--- src/rtl/mac_pool_kernel.sv ---
// Single-lane MAC / max-pool element: accumulates data*weight on a pre-scaled
// bias (or tracks the signed maximum) and requantises one result per job.
module mac_pool_kernel #(
  parameter int DATA_W     = 8,
  parameter int WEIGHT_W   = 8,
  parameter int BIAS_W     = 8,
  parameter int ACC_W      = 24,
  parameter int BIAS_SHIFT = 4,
  parameter int OUT_SHIFT  = 4
) (
  input  logic                clk,
  input  logic                rst_n,
  input  logic                start,
  input  logic [1:0]          mode,
  input  logic [BIAS_W-1:0]   bias,
  output logic                busy,
  input  logic                in_valid,
  output logic                in_ready,
  input  logic [DATA_W-1:0]   in_data,
  input  logic [WEIGHT_W-1:0] in_weight,
  input  logic                in_last,
  output logic                out_valid,
  input  logic                out_ready,
  output logic [DATA_W-1:0]   out_result,
  output logic                out_sat,
  output logic [1:0]          dbg_state
);
  localparam int PROD_W = DATA_W + WEIGHT_W;

  localparam logic signed [ACC_W-1:0] ACC_MAX = {1'b0, {(ACC_W-1){1'b1}}};
  localparam logic signed [ACC_W-1:0] ACC_MIN = {1'b1, {(ACC_W-1){1'b0}}};
  localparam logic signed [ACC_W-1:0] RES_MAX = {{(ACC_W-DATA_W+1){1'b0}}, {(DATA_W-1){1'b1}}};
  localparam logic signed [ACC_W-1:0] RES_MIN = {{(ACC_W-DATA_W+1){1'b1}}, {(DATA_W-1){1'b0}}};
  localparam logic [DATA_W-1:0]       RES_MAX_D = {1'b0, {(DATA_W-1){1'b1}}};
  localparam logic [DATA_W-1:0]       RES_MIN_D = {1'b1, {(DATA_W-1){1'b0}}};

  typedef enum logic [1:0] {
    S_IDLE  = 2'd0,
    S_ACCUM = 2'd1,
    S_FINAL = 2'd2,
    S_DONE  = 2'd3
  } state_t;

  state_t                  state_q;
  logic signed [ACC_W-1:0] acc_q;
  logic                    pool_q;
  logic                    signed_sat_q;
  logic                    sat_q;
  logic [DATA_W-1:0]       out_result_q;
  logic                    out_sat_q;

  logic signed [PROD_W-1:0] prod;
  logic signed [ACC_W:0]    sum_wide;
  logic                     mac_ovf;
  logic signed [ACC_W-1:0]  mac_d;
  logic signed [ACC_W-1:0]  data_ext;
  logic signed [ACC_W-1:0]  bias_init;
  logic signed [ACC_W-1:0]  shifted;
  logic [DATA_W-1:0]        res_d;
  logic                     res_sat;

  always_comb begin
    prod      = $signed(in_data) * $signed(in_weight);
    // One guard bit above the accumulator exposes overflow of the running sum.
    sum_wide  = {acc_q[ACC_W-1], acc_q} + {{(ACC_W+1-PROD_W){prod[PROD_W-1]}}, prod};
    mac_ovf   = sum_wide[ACC_W] ^ sum_wide[ACC_W-1];
    mac_d     = sum_wide[ACC_W-1:0];
    if (mac_ovf) mac_d = sum_wide[ACC_W] ? ACC_MIN : ACC_MAX;
    data_ext  = {{(ACC_W-DATA_W){in_data[DATA_W-1]}}, in_data};
    bias_init = {{(ACC_W-BIAS_W){bias[BIAS_W-1]}}, bias} << BIAS_SHIFT;
    shifted   = acc_q >>> OUT_SHIFT;

    res_d   = shifted[DATA_W-1:0];
    res_sat = 1'b0;
    if (pool_q) begin
      res_d = acc_q[DATA_W-1:0];
    end else if (shifted > RES_MAX) begin
      res_d   = RES_MAX_D;
      res_sat = 1'b1;
    end else if (!signed_sat_q && shifted[ACC_W-1]) begin
      res_d = '0;
    end else if (shifted < RES_MIN) begin
      res_d   = RES_MIN_D;
      res_sat = 1'b1;
    end
  end

  // Input beat transfers on an edge where in_valid && in_ready (ACCUM only);
  // the result transfers on an edge where out_valid && out_ready (DONE only).
  always_ff @(posedge clk or negedge rst_n) begin
    if (!rst_n) begin
      state_q      <= S_IDLE;
      acc_q        <= '0;
      pool_q       <= 1'b0;
      signed_sat_q <= 1'b0;
      sat_q        <= 1'b0;
      out_result_q <= '0;
      out_sat_q    <= 1'b0;
    end else begin
      case (state_q)
        S_IDLE: begin
          if (start) begin
            pool_q       <= (mode == 2'd1);
            signed_sat_q <= (mode == 2'd2);
            sat_q        <= 1'b0;
            acc_q        <= (mode == 2'd1) ? RES_MIN : bias_init;
            state_q      <= S_ACCUM;
          end
        end
        S_ACCUM: begin
          if (in_valid) begin
            if (pool_q) begin
              if (data_ext > acc_q) acc_q <= data_ext;
            end else begin
              acc_q <= mac_d;
              if (mac_ovf) sat_q <= 1'b1;
            end
            if (in_last) state_q <= S_FINAL;
          end
        end
        S_FINAL: begin
          out_result_q <= res_d;
          out_sat_q    <= sat_q | res_sat;
          state_q      <= S_DONE;
        end
        S_DONE: begin
          if (out_ready) state_q <= S_IDLE;
        end
        default: state_q <= S_IDLE;
      endcase
    end
  end

  assign busy       = (state_q != S_IDLE);
  assign in_ready   = (state_q == S_ACCUM);
  assign out_valid  = (state_q == S_DONE);
  assign out_result = out_result_q;
  assign out_sat    = out_sat_q;
  assign dbg_state  = state_q;
endmodule

--- config.mk ---
export PLATFORM = sky130hd
export DESIGN_NAME = mac_pool_kernel
export DESIGN_NICKNAME = d
export VERILOG_FILES = /design/src/rtl/mac_pool_kernel.sv
export SDC_FILE = /design/constraint.sdc
export NUM_CORES = 1
export LEC_CHECK = 0
export ABC_CLOCK_PERIOD_IN_PS = 12600
export BUFFER_PORTS_ARGS = -buffer_cell sky130_fd_sc_hd__buf_2
export CAP_MARGIN = 20
export CORE_UTILIZATION = 50
export DETAILED_ROUTE_END_ITERATION = 16
export GPL_ROUTABILITY_DRIVEN = 0
export GPL_TIMING_DRIVEN = 0
export PLACE_DENSITY_LB_ADDON = 0.05
export SETUP_SLACK_MARGIN = 0.3
export SYNTH_ARGS = -nofsm -noshare
export SYNTH_HDL_FRONTEND = slang
export SYNTH_SLANG_ARGS = --single-unit
--- constraint.sdc ---
create_clock -name clk -period 12.6 [get_ports clk]
set_input_delay 2.52 -clock clk [delete_from_list [all_inputs] [get_ports clk]]
set_output_delay 2.52 -clock clk [all_outputs]
set_load 0.02 [all_outputs]
Yosys cells after proc, flatten, opt, wreduce, memory -nomap -nowiden

Cells that the tools add are included.

Output and inout port bits: 14
Word-level logic and storage cells: 61
Bits of input ports: 32
Register bits: 38

Order comparisons: 3
Reductions and logical operators: 9
Multipliers: 1
Mux-type cells: 26
Bitwise gates (word level): 2
Add/sub/neg operators: 1
Equal/unequal tests: 12

Operators with widths:

| cell                                                        | count |
|---|---|
| 2-to-1 mux 24 bit                                           | 7 |
| case mux 24 bit (2 select lines)                            | 1 |
| 2-to-1 mux 8 bit                                            | 4 |
| adder 24 x 16 -> 25 bit                                     | 1 |
| > comparator 8 x 24 -> 1 bit                                | 1 |
| > comparator 20 x 8 -> 1 bit, second input constant         | 1 |
| less-than comparator 20 x 8 -> 1 bit, second input constant | 1 |
| multiplier 8 x 8 -> 16 bit                                  | 1 |
| 2-to-1 mux 1 bit                                            | 8 |
| 2-to-1 mux 2 bit                                            | 4 |
| case mux 2 bit (4 select lines)                             | 1 |
| AND reduction 4 bit                                         | 2 |
| equality test 2 bit, second input constant                  | 3 |
| != test 2 x 1 -> 1 bit, second input constant               | 3 |
| != test 2 bit, second input constant                        | 3 |
| AND reduction 5 bit                                         | 1 |
| equality test 2 x 1 -> 1 bit, second input constant         | 2 |
| nonzero test 2 bit                                          | 2 |
| != test 3 x 2 -> 1 bit, second input constant               | 1 |
| zero test 2 bit                                             | 1 |
| case mux 1 bit (2 select lines)                             | 1 |
| AND reduction 2 bit                                         | 1 |
| logical AND 1 bit                                           | 1 |
| zero test 1 bit                                             | 1 |
| other kinds (2)                                             | 2 |

Depth between registers and ports, before layout

Depth after elaboration: 7
Gate-level depth with buffers: 21
Mapped depth without buffers: 20

Worst setup path after synthesis

No wires, ideal clock.

Path kind: input to register
Start: in in_weight[1]
End: reg acc_q[0]
Data arrival time: 8.157 ns
Path buffers: 2
Path slack: 4.321 ns
Stages: 19
Cell sequence: clkbuf_1 and2_1 fa_1 inv_1 fa_1 inv_1 fa_1 fa_1 ha_1 ha_1 a211oi_2 nor2_1 o31ai_4 a21oi_2 or4_4 and3_1 buf_6 or3_1 a32o_1

Longest elaborated chain between the ends: 7

RTL lines:

| item                                                  | RTL line | source |
|---|---|---|
| start: declaration                                    | 20       | `input logic [WEIGHT_W-1:0] in_weight,` |
| multiplier 8 x 8 -> 16 bit *                          | 63       | `prod = $signed(in_data) * $signed(in_weight);` |
| adder 24 x 16 -> 25 bit *                             | 65       | `sum_wide = {acc_q[ACC_W-1], acc_q} + {{(ACC_W+1-PROD_W){prod[PROD_W-1]}}, prod};` |
| 2-to-1 mux 24 bit / XOR 1 bit (equally long branches) | 68, 66   |  |
| 2-to-1 mux 24 bit *                                   | 68       | `if (mac_ovf) mac_d = sum_wide[ACC_W] ? ACC_MIN : ACC_MAX;` |
| 2-to-1 mux 24 bit *                                   | 112      | `if (pool_q) begin` |
| 2-to-1 mux 24 bit *                                   | 111      | `if (in_valid) begin` |
| case mux 24 bit (2 select lines) *                    | 100      | `case (state_q)` |
| end signal: assignment                                | 106      | `acc_q <= (mode == 2'd1) ? RES_MIN : bias_init;` |
| end signal: assignment                                | 113      | `if (data_ext > acc_q) acc_q <= data_ext;` |
| end signal: assignment                                | 115      | `acc_q <= mac_d;` |
| end: declaration                                      | 45       | `logic signed [ACC_W-1:0] acc_q;` |

Mark *: on every way between the ends. The rest lies on a longest branch, timed or not. The select of a mux whose other input is x is not followed.
A chain may end at the register's enable or synchronous reset.

Worst setup path after layout

Start: in in_data[7]
End: reg acc_q[2]

Longest elaborated chain between the ends: 7

RTL lines:

| item                                                  | RTL line | source |
|---|---|---|
| start: declaration                                    | 19       | `input logic [DATA_W-1:0] in_data,` |
| multiplier 8 x 8 -> 16 bit                            | 63       |  |
| adder 24 x 16 -> 25 bit                               | 65       |  |
| 2-to-1 mux 24 bit / XOR 1 bit (equally long branches) | 68, 66   |  |
| 2-to-1 mux 24 bit                                     | 68       |  |
| 2-to-1 mux 24 bit                                     | 112      |  |
| 2-to-1 mux 24 bit                                     | 111      |  |
| case mux 24 bit (2 select lines)                      | 100      |  |

Several ways; a longest one is shown, not always the timed one. The select of a mux whose other input is x is not followed.

==> reports/results.txt <==
status: finished, final reports clean
Clock Sinks: 38
Setup crit end kind: register
I/O Buffers: 44
Worst-path clk slew: 50 ps
Post-Synthesis Cells: 756
Iter 0 DRT Violations: 296
top sig layer: met4
CP startpoint kind: input port
Max Buffers Root-to-Sink: 2
min cycle time layout: 8950 ps
post-synth cell types: 55
worst slew pin tran: 989 ps
Max-cap violations: 0
main flop type after synthesis: dfrtp_1
mapped cell area: 0.00705 mm2
Final Skew: 4.91 ps
Avg Inst Size Synth: 9.32 um2
M1 WL: 7660 um
Vias/cell: 5.63
wire length per cell: 17.5 um
chip height: 121 um
CTS tree: built
Chip Width: 121 um
Worst Hold Class: register to register
DR DRC count: 0
crit-path max FO: 26
grt ovf: 0
Place WS: 3310 ps
row cnt: 43
final setup fails: 0
largest net degree at the start of global routing: 39
Post-CTS Resized: 0
Die ar.: 0.0146 mm2
root buffer cell: clkbuf_16
HPWL Detailed: 14,800 um
Clock H-tree levels: 2
commonest non-fill, non-tap cell in the layout: inv_1
Area contributors post-synth: fa_1 31%, ha_1 15%, dfrtp_1 13%
Final Hold Viols: 0
Worst Slack Setup Final: 3650 ps
Layout Utilization: 55.4%
YS warnings: 0
Detail Route met2 WL: 8540 um
pins over their slew limit: 0
Num CTS Buffers: 5
aggregate negative setup slack: 0 ps
share of Yosys cell area claimed by the top area cell type: 30.7%
post-route clock period utilization: 71.1%
Rel. slew slack: 34.1%
CTS Hold Bufs: 0
cell taking the most area after synthesis: fa_1
number of post-CTS setup repair buffers: 0
via count: 5,562
area grow syn2layout: 8.59%
RSZ-0062 raised after global routing: false
initial core utilization: 51.0%
Worst EP required: 12,770 ps
sequential fraction of the synthesis area: 13.5%
Post-Synthesis Net Count: 981
first-pass GRT wire length: 29,000 um
Achievable Freq: 112 MHz
met3 WL: 620 um
most frequent cells in the layout: 139 x inv_1, 108 x fa_1, 85 x ha_1
wirelength, routed: 17,300 um
initial antenna violation count: 0
Top Ports: 46
n_diodes: 0
GR Util All Layers: 25.8%
placeable core area: 0.0138 mm2
DRT antenna net count: 0
async set or reset register ratio after synthesis: 100%
crit path kind: input port to register
EDFF count, synth: 0
vias in the first global route: 5,710
Final Net Count: 1,033
Detailed Routing Iterations Pass 1: 5
share of layout cells above drive strength 1: 9.03%
clk_lat worst skew: 290 ps
Worst Path Arrival: 9120 ps
FF+latch count, synth: 38
[metal layers]
metal / vias to the layer above / track usage (%)
met2: 116 / 44.2
li1: 2628 / -
met3: 28 / 3.02
met4: 0 / 6.56
met1: 2790 / 34.8
met5: - / 0
[worst paths after layout]
kind	from	to	slack [ps]	cells past startpoint
min in group asynchronous	rst_n	acc_q[3]$_DFFE_PN0P_	2360	1
worst max-delay path	in_data[7]	acc_q[2]$_DFFE_PN0P_	3650	21
worst max register to register	acc_q[21]$_DFFE_PN0P_	acc_q[2]$_DFFE_PN0P_	6720	18
worst min-delay path	signed_sat_q$_DFFE_PN0P_	signed_sat_q$_DFFE_PN0P_	500	2
max in group asynchronous	rst_n	acc_q[16]$_DFFE_PN0P_	9690	1
worst min register to register	signed_sat_q$_DFFE_PN0P_	signed_sat_q$_DFFE_PN0P_	500	2
[Yosys cell counts (2+ instances only)]
cell	instances
o22ai_1	4
a21oi_1	32
o211ai_1	4
ha_1	85
a22oi_1	20
a32o_1	4
or3_1	9
o211a_1	2
dfrtp_1	38
a31o_2	2
a21o_1	12
and2_1	36
nor3b_1	2
nor2_1	28
inv_1	139
nor4_1	5
nor2b_1	3
a211oi_2	2
nand2b_1	8
xnor2_1	13
o21bai_1	3
a41oi_1	2
clkbuf_1	11
nor3_1	10
nand4_1	11
xor2_1	9
nand2_1	63
o21ai_0	24
nand3_1	10
o221ai_1	6
o31ai_1	2
mux2_2	9
a21boi_0	2
a211oi_1	4
buf_2	3
o21a_1	5
fa_1	108
a31oi_1	8
and3_1	2
[stage by stage]
stage | hold slack, ps | cells | instance area [um2]
6_report | 498 | 988 | 7650
4_1_cts | 494 | 987 | 7630
2_1_floorplan | 450 | 756 | 7050
3_5_place_dp | 482 | 980 | 7490
3_3_place_gp | 480 | 980 | 7490
5_1_grt | 518 | 988 | 7650
[registers in the layout (all words and copies together) (netlist names)]
| name | cells |
|---|---|
| acc_q | 24 |
| dbg_state | 2 |
| out_result | 8 |
| out_sat | 1 |
| pool_q | 1 |
| sat_q | 1 |
| signed_sat_q | 1 |
[kinds of logic (layout without fill, tap and decap cells)]
logic type                 count (synthesis)  in the layout  synth area share [%]
AOI/OAI and AO/OA                        147            147                  14.4
buffers and inverters                    154            206                  8.36
and+or+nand+nor                          192            192                  13.7
muxes                                     10             10                  1.58
xor gates and xnor gates                  22             22                  2.73
DFF                                       38             38                  13.5
adders and majority gates                193            193                  45.8
[worst max-delay path, stage by stage]
cell	delay (ps)
buf_2	280
nand2_1	240
inv_1	80
fa_1	580
inv_1	170
fa_1	680
inv_1	290
fa_1	610
inv_1	60
fa_1	570
inv_1	50
ha_1	290
ha_1	390
a21oi_1	170
o21ai_0	150
a2111oi_0	400
a31oi_1	210
xnor2_1	310
nand4_1	380
o211a_1	420
a32o_1	250
[area by class of cell]
type                    instances  area (um2)
well taps                     180         225
repair buffers                 45         248
multi-input cells             564        5510
flip-flops and latches         38         951
clock buffers                   7         133
inverters                     139         522
plain buffers                  15        67.6
fillers                      1291        6170
Power is not shown: default switching activity piles up to over one toggle a cycle in this logic, so the estimate is an artifact.
